===== src/rtl/amiga_clock_gen.sv =====
// amiga_clock_gen: master-clock derived colour-clock phases, E7M/CDAC pair,
// 6800-style E clock, stretched system reset with keyboard reset request and
// a genlock SYNC input. Every output is registered from the next-state values,
// so each output reflects the current phase count with no added lag.
module amiga_clock_gen #(
  parameter int PHASES = 4,
  parameter int STEP   = 2,
  parameter int EDIV   = 10,
  parameter int ELOW   = 6,
  parameter int RSTLEN = 16,
  parameter int KHOLD  = 8
) (
  input  logic              i_clk,
  input  logic              i_rst,
  input  logic              i_sync,
  input  logic              i_krst_n,
  output logic [PHASES-1:0] o_c,
  output logic [PHASES-1:0] o_c_n,
  output logic              o_e7m,
  output logic              o_cdac,
  output logic              o_e,
  output logic              o_e_rise,
  output logic              o_rsto_n
);

  localparam int PERIOD  = PHASES * STEP;
  localparam int HALF    = PERIOD / 2;
  localparam int QUARTER = PERIOD / 4;
  localparam int CW      = $clog2(PERIOD);
  localparam int CW1     = CW + 1;
  localparam int EW      = $clog2(EDIV);
  localparam int KW      = $clog2(KHOLD + 1);
  localparam int RW      = $clog2(RSTLEN + 1);

  localparam logic [CW-1:0] CNT_LAST = CW'(PERIOD - 1);
  localparam logic [CW-1:0] CNT_HALF = CW'(HALF);
  localparam logic [EW-1:0] E_LAST   = EW'(EDIV - 1);
  localparam logic [EW-1:0] E_LOW    = EW'(ELOW);
  localparam logic [KW-1:0] K_MAX    = KW'(KHOLD);
  localparam logic [KW-1:0] K_PRE    = KW'(KHOLD - 1);
  localparam logic [RW-1:0] R_LOAD   = RW'(RSTLEN);

  // Reject configurations the phase and E arithmetic cannot represent.
  if (PHASES < 2 || (PERIOD % 4) != 0 || ELOW < 1 || ELOW >= EDIV || KHOLD < 1 || RSTLEN < 1) begin : g_bad_cfg
    $error("amiga_clock_gen: illegal parameter combination");
  end

  // Phase k is high for the half period starting k*STEP counts after phase 0.
  function automatic logic [PHASES-1:0] f_phase(input logic [CW-1:0] cnt);
    logic [CW:0] w_d;
    f_phase = '0;
    for (int k = 0; k < PHASES; k++) begin
      if ({1'b0, cnt} >= CW1'(k * STEP)) begin
        w_d = {1'b0, cnt} - CW1'(k * STEP);
      end else begin
        w_d = {1'b0, cnt} + CW1'(PERIOD - k * STEP);
      end
      f_phase[k] = (w_d < CW1'(HALF));
    end
  endfunction

  // E7M runs at twice the phase rate: high for the first quarter of each half.
  function automatic logic f_e7m(input logic [CW-1:0] cnt);
    logic [CW-1:0] w_m;
    w_m   = (cnt >= CNT_HALF) ? (cnt - CNT_HALF) : cnt;
    f_e7m = (w_m < CW'(QUARTER));
  endfunction

  logic [CW-1:0] r_cnt;
  logic          r_run;
  logic [EW-1:0] r_ecnt;
  logic          r_ks1;
  logic          r_ks2;
  logic [KW-1:0] r_kcnt;
  logic [RW-1:0] r_rcnt;

  logic [CW-1:0] w_cnt_nxt;
  logic          w_run_nxt;
  logic          w_tick;
  logic [EW-1:0] w_ecnt_nxt;
  logic [KW-1:0] w_kcnt_nxt;
  logic          w_ktrig;
  logic [RW-1:0] w_rcnt_nxt;

  // Next-state for phase, E, keyboard-hold and reset-stretch counters.
  // r_run suppresses the mid-period tick until the first wrap (or SYNC)
  // after reset, so the first tick lands on a full-period boundary.
  always_comb begin
    w_cnt_nxt  = r_cnt + 1'b1;
    w_run_nxt  = r_run;
    w_tick     = 1'b0;
    w_ecnt_nxt = r_ecnt;
    w_kcnt_nxt = r_kcnt;
    w_ktrig    = 1'b0;
    w_rcnt_nxt = r_rcnt;

    if (i_sync || (r_cnt == CNT_LAST)) begin
      w_cnt_nxt = '0;
    end

    w_tick = (w_cnt_nxt == '0) || (r_run && (w_cnt_nxt == CNT_HALF));
    if (w_cnt_nxt == '0) begin
      w_run_nxt = 1'b1;
    end

    if (w_tick) begin
      w_ecnt_nxt = (r_ecnt == E_LAST) ? '0 : (r_ecnt + 1'b1);
    end

    // Saturating at KHOLD gives exactly one trigger per key press.
    if (r_ks2) begin
      w_kcnt_nxt = '0;
    end else if (w_tick && (r_kcnt != K_MAX)) begin
      w_kcnt_nxt = r_kcnt + 1'b1;
      w_ktrig    = (r_kcnt == K_PRE);
    end

    if (w_ktrig) begin
      w_rcnt_nxt = R_LOAD;
    end else if (w_tick && (r_rcnt != '0)) begin
      w_rcnt_nxt = r_rcnt - 1'b1;
    end
  end

  // Internal counter state and the keyboard request synchroniser.
  always_ff @(posedge i_clk or posedge i_rst) begin
    if (i_rst) begin
      r_cnt  <= '0;
      r_run  <= 1'b0;
      r_ecnt <= '0;
      r_ks1  <= 1'b1;
      r_ks2  <= 1'b1;
      r_kcnt <= '0;
      r_rcnt <= R_LOAD;
    end else begin
      r_cnt  <= w_cnt_nxt;
      r_run  <= w_run_nxt;
      r_ecnt <= w_ecnt_nxt;
      r_ks1  <= i_krst_n;
      r_ks2  <= r_ks1;
      r_kcnt <= w_kcnt_nxt;
      r_rcnt <= w_rcnt_nxt;
    end
  end

  // Output registers decoded from next-state so they track the counters exactly.
  always_ff @(posedge i_clk or posedge i_rst) begin
    if (i_rst) begin
      o_c      <= f_phase('0);
      o_c_n    <= ~f_phase('0);
      o_e7m    <= 1'b1;
      o_cdac   <= 1'b0;
      o_e      <= 1'b0;
      o_e_rise <= 1'b0;
      o_rsto_n <= 1'b0;
    end else begin
      o_c      <= f_phase(w_cnt_nxt);
      o_c_n    <= ~f_phase(w_cnt_nxt);
      o_e7m    <= f_e7m(w_cnt_nxt);
      o_cdac   <= ~f_e7m(w_cnt_nxt);
      o_e      <= (w_ecnt_nxt >= E_LOW);
      o_e_rise <= w_tick && (w_ecnt_nxt == E_LOW);
      o_rsto_n <= (w_rcnt_nxt == '0);
    end
  end

endmodule


===== config.mk =====
export PLATFORM = sky130hd
export DESIGN_NAME = amiga_clock_gen
export DESIGN_NICKNAME = d
export VERILOG_FILES = /design/src/rtl/amiga_clock_gen.sv
export SDC_FILE = /design/constraint.sdc
export NUM_CORES = 1
export LEC_CHECK = 0
export CORE_UTILIZATION = 39
export CTS_BUF_LIST = sky130_fd_sc_hd__clkbuf_8 sky130_fd_sc_hd__clkbuf_16
export CTS_CLUSTER_SIZE = 28
export DETAILED_ROUTE_END_ITERATION = 8
export GPL_TIMING_DRIVEN = 1
export SLEW_MARGIN = 10
export SYNTH_ARGS = -nofsm -noshare
export SYNTH_HDL_FRONTEND = slang
export SYNTH_SLANG_ARGS = --single-unit

===== constraint.sdc =====
create_clock -name i_clk -period 5.85 [get_ports i_clk]
set_input_delay 1.17 -clock i_clk [delete_from_list [all_inputs] [get_ports i_clk]]
set_output_delay 1.17 -clock i_clk [all_outputs]
set_load 0.05 [all_outputs]

==> impl_table.tex <==
\begin{tabular}{lr}
\hline
Metric & Value \\
\hline
\multicolumn{2}{l}{\textbf{Pwr}} \\
Switch Pwr & 259 µW \\
Sequential cell fraction of total power & 42.3\% \\
Portion of total power attributed to the clock network & 22.1\% \\
Part of the power in combinational logic & 35.5\% \\
Leakage & 0.733 nW \\
Internal power of the cells & 460 µW \\
Switching share of power & 36.0\% \\
Power density normalized to cell area & 454 mW/mm² \\
Maximum vdd drop & 0.222 mV \\
Total design power & 719 µW \\
\multicolumn{2}{l}{\textbf{Yosys}} \\
Total standard cell area after synthesis & 0.00131 mm² \\
Netlist cell types & 35 \\
Count of warnings emitted by yosys & 0 \\
Average cell area after synthesis & 11.1 µm² \\
Count of flip-flops with a built-in enable after synthesis & 0 \\
Number of nets produced by synthesis & 128 \\
Seq cells post-synth & 29 \\
Cell type with the highest aggregate area in the netlist & sky130\_fd\_sc\_hd\_\_dfrtp\_1 \\
Yosys top cell area share & 42.1\% \\
Cells after Synth & 118 \\
Sequential share of the synthesized area & 56.2\% \\
Cell types with the largest area share after synthesis & sky130\_fd\_sc\_hd\_\_dfrtp\_1, sky130\_fd\_sc\_hd\_\_dfstp\_2, sky130\_fd\_sc\_hd\_\_ha\_1 \\
Most used DFF post-synth & sky130\_fd\_sc\_hd\_\_dfrtp\_1 \\
FFs w/ async S/R, synth & 100\% \\
\multicolumn{2}{l}{\textbf{Detailed routing}} \\
Routed via count & 892 \\
Antenna Violating Nets Remaining & 0 \\
Wirelength, routed & 2.09 mm \\
Routed length per placed instance & 11.5 µm \\
Number of vias per cell after detailed routing & 4.90 \\
DRC viols & 0 \\
Initial detailed-routing violation count & 22 \\
1st-pass router iterations & 4 \\
\multicolumn{2}{l}{\textbf{Critical path}} \\
Startpoint Class & input port \\
Req. time, crit path & 6.00 ns \\
Startpoint-to-endpoint class of the critical path & input port to flop \\
Data arrival at the endpoint of the critical path & 3.65 ns \\
Critical path peak fanout & 11 \\
Worst Setup End Kind & flop \\
\multicolumn{2}{l}{\textbf{Placement}} \\
Pre-CTS worst setup slack & 2.07 ns \\
Placed cell areas & 0.00149 mm² \\
Count of buffers from port buffering & 16 \\
Placer congestion estimate & 0.775 \\
Placed cells & 174 \\
HPWL after detailed placement & 1.52 mm \\
\multicolumn{2}{l}{\textbf{Outcome}} \\
Run status & finished clean \\
\multicolumn{2}{l}{\textbf{Clocking}} \\
Largest buffer count on any clock path & 2 \\
Clock Root Buffer & sky130\_fd\_sc\_hd\_\_clkbuf\_8 \\
Number of clock sinks & 29 \\
Deepest level of the CTS H-tree & 2 \\
Total of cells resized after clock tree synthesis & 0 \\
Clock latency on the worst-skew pair & 0.27 ns \\
Post-CTS Setup Inserts & 0 \\
CTS clock-pin slew for the worst setup and hold paths & 0.05 ns \\
Hold Buf Count CTS & 0 \\
CTS tree & built \\
Clock buffers created by TritonCTS & 5 \\
\multicolumn{2}{l}{\textbf{Floorplanning}} \\
Total die area & 0.00359 mm² \\
Die width & 59.9 µm \\
Total I/O pin count & 17 \\
Placeable core area & 0.00310 mm² \\
Vertical die dimension & 59.9 µm \\
Number of placement rows & 20 \\
Starting density of the core & 42.1\% \\
\multicolumn{2}{l}{\textbf{Finish}} \\
Synthesis-to-layout area growth & 21.3\% \\
Post-route cell area & 0.00158 mm² \\
Diodes inserted & 0 \\
Share of final-layout standard cells stronger than drive strength 1 & 11.6\% \\
Area occupied by registers & 734 µm² \\
Non-filler instance count after layout & 182 \\
Fill count & 294 \\
Area of the multi-input gates & 499 µm² \\
Final nets & 147 \\
\multicolumn{2}{l}{\textbf{STA}} \\
Final Critical Period & 3.50 ns \\
Setup slack of the critical path after layout & 2.35 ns \\
Period utilization & 59.8\% \\
Max Slew Vio Count & 0 \\
Count of endpoints failing hold in the final timing report & 0 \\
Unrepaired setup endpoints after global routing & false \\
Slew at the pin closest to its max-slew limit & 1.04 ns \\
Final setup violating endpoints & 0 \\
Highest achievable clock rate & 0.286 GHz \\
Worst setup skew after layout & 0.00560 ns \\
Setup TNS Final & 0 ns \\
Slew HR & 30.9\% \\
\multicolumn{2}{l}{\textbf{Global routing}} \\
Pin count of the biggest net entering global routing & 30 \\
Total grt overflow & 0 \\
Vias in the first global route & 882 \\
Global-route wire length before repair & 3.79 mm \\
Antenna violations before repair & 0 \\
Total track usage & 15.0\% \\
\multicolumn{2}{l}{\textbf{Run}} \\
Max capacitance violation total & 0 \\
\multicolumn{2}{l}{\textbf{Worst hold path}} \\
Hold crit path type & flop to flop \\
\hline
\end{tabular}
==> final timing paths <==
path	depth (start not counted)	from	slack [ns]	endpoint
setup reg to reg	9	r_cnt[0]	2.89	o_e
setup / recovery	8	i_sync	2.35	o_e
min in group asynchronous	2	i_rst	1.45	r_kcnt[1]
hold / removal	0	r_ks1	0.36	r_ks2
max in group asynchronous	2	i_rst	3.77	o_e_rise
hold reg to reg	0	r_ks1	0.36	r_ks2
==> cells in the mapped netlist, drive strengths merged (2+ instances only) <==
master and count:
buf 4, a221o 2, nor3 3, o21ai 6, ha 6, and2 2
xnor2 3, mux2i 3, nand2 8, nor2 14, nand3 4, dfrtp 22
inv 12, xor2 3, dfstp 7, a21oi 2, nand2b 2
==> per-layer routing <==
metal	share of wire (%)	wire length [µm]	track usage, %	up-vias
met5	0	0	0	-
met4	1.3	27	6.98	0
met3	4.6	95	5.84	4
met2	50	1030	24.0	19
met1	45	928	17.6	430
li1	-	-	-	439
==> layout by cell type, fill, tap and decap left out, drive strengths merged, types with 4 or more instances in the layout <==
cell,netlist,layout
clkbuf,0,6
clkdlybuf4s50,0,16
dfrtp,22,22
dfstp,7,7
ha,6,6
inv,12,14
nand2,8,8
nand3,4,4
nor2,14,14
o21ai,6,6
==> critical path, cell delays in order <==
cell	delay, ns
sky130_fd_sc_hd__clkdlybuf4s50_1	0.42
sky130_fd_sc_hd__nor2_1	0.26
sky130_fd_sc_hd__and2_1	0.24
sky130_fd_sc_hd__ha_1	0.19
sky130_fd_sc_hd__a2bb2oi_1	0.08
sky130_fd_sc_hd__o21ai_1	0.60
sky130_fd_sc_hd__nand2_1	0.27
sky130_fd_sc_hd__a221o_1	0.41
==> cells by family (layout without fill, tap and decap cells) <==
kind of cell	count (synthesis)	count (layout)	synth area share (%)
flip-flops	29	29	56.2
AO/OA/AOI/OAI	17	17	9.29
adder cells (fa/ha/maj)	6	6	5.75
buffers and inverters	16	36	5.55
XOR/XNOR	6	6	4.02
AND/OR/NAND/NOR	41	41	16.9
multiplexers	3	3	2.30
==> cell type report <==
cell class                      count  share of cell area [%]
Sequential cell                    29                    46.4
Tap cell                           44                    3.48
Multi-Input combinational cell     73                    31.5
Timing Repair Buffer               16                    10.1
Clock inverter                      2                   0.474
Inverter                           12                    2.84
Clock buffer                        6                    5.21
==> flip-flops by register name (all words and copies together), names as in the netlist, 2 cells and up <==
register and flops:
r_cnt 2, r_rcnt 5, o_c_n 3, o_c 3, r_kcnt 4, r_ecnt 4
==> power by group through the flow <==
stage                     clock, mW  sequential, mW  combinational, mW
after floorplan                   0           0.345              0.153
after global placement            0           0.304              0.250
after detailed placement          0           0.307              0.257
after CTS                     0.165           0.304              0.259
after global routing          0.177           0.313              0.283
final                         0.159           0.304              0.255
==> per-stage QoR <==
step | utilization (%) | hold slack, ns
global placement | 48.1 | 0.348
floorplan | - | 0.345
global route | 51.0 | 0.362
detailed placement | 48.1 | 0.349
CTS | 51.0 | 0.357
finish | 51.0 | 0.355
No activity file was read; power rests on OpenSTA's default activity.
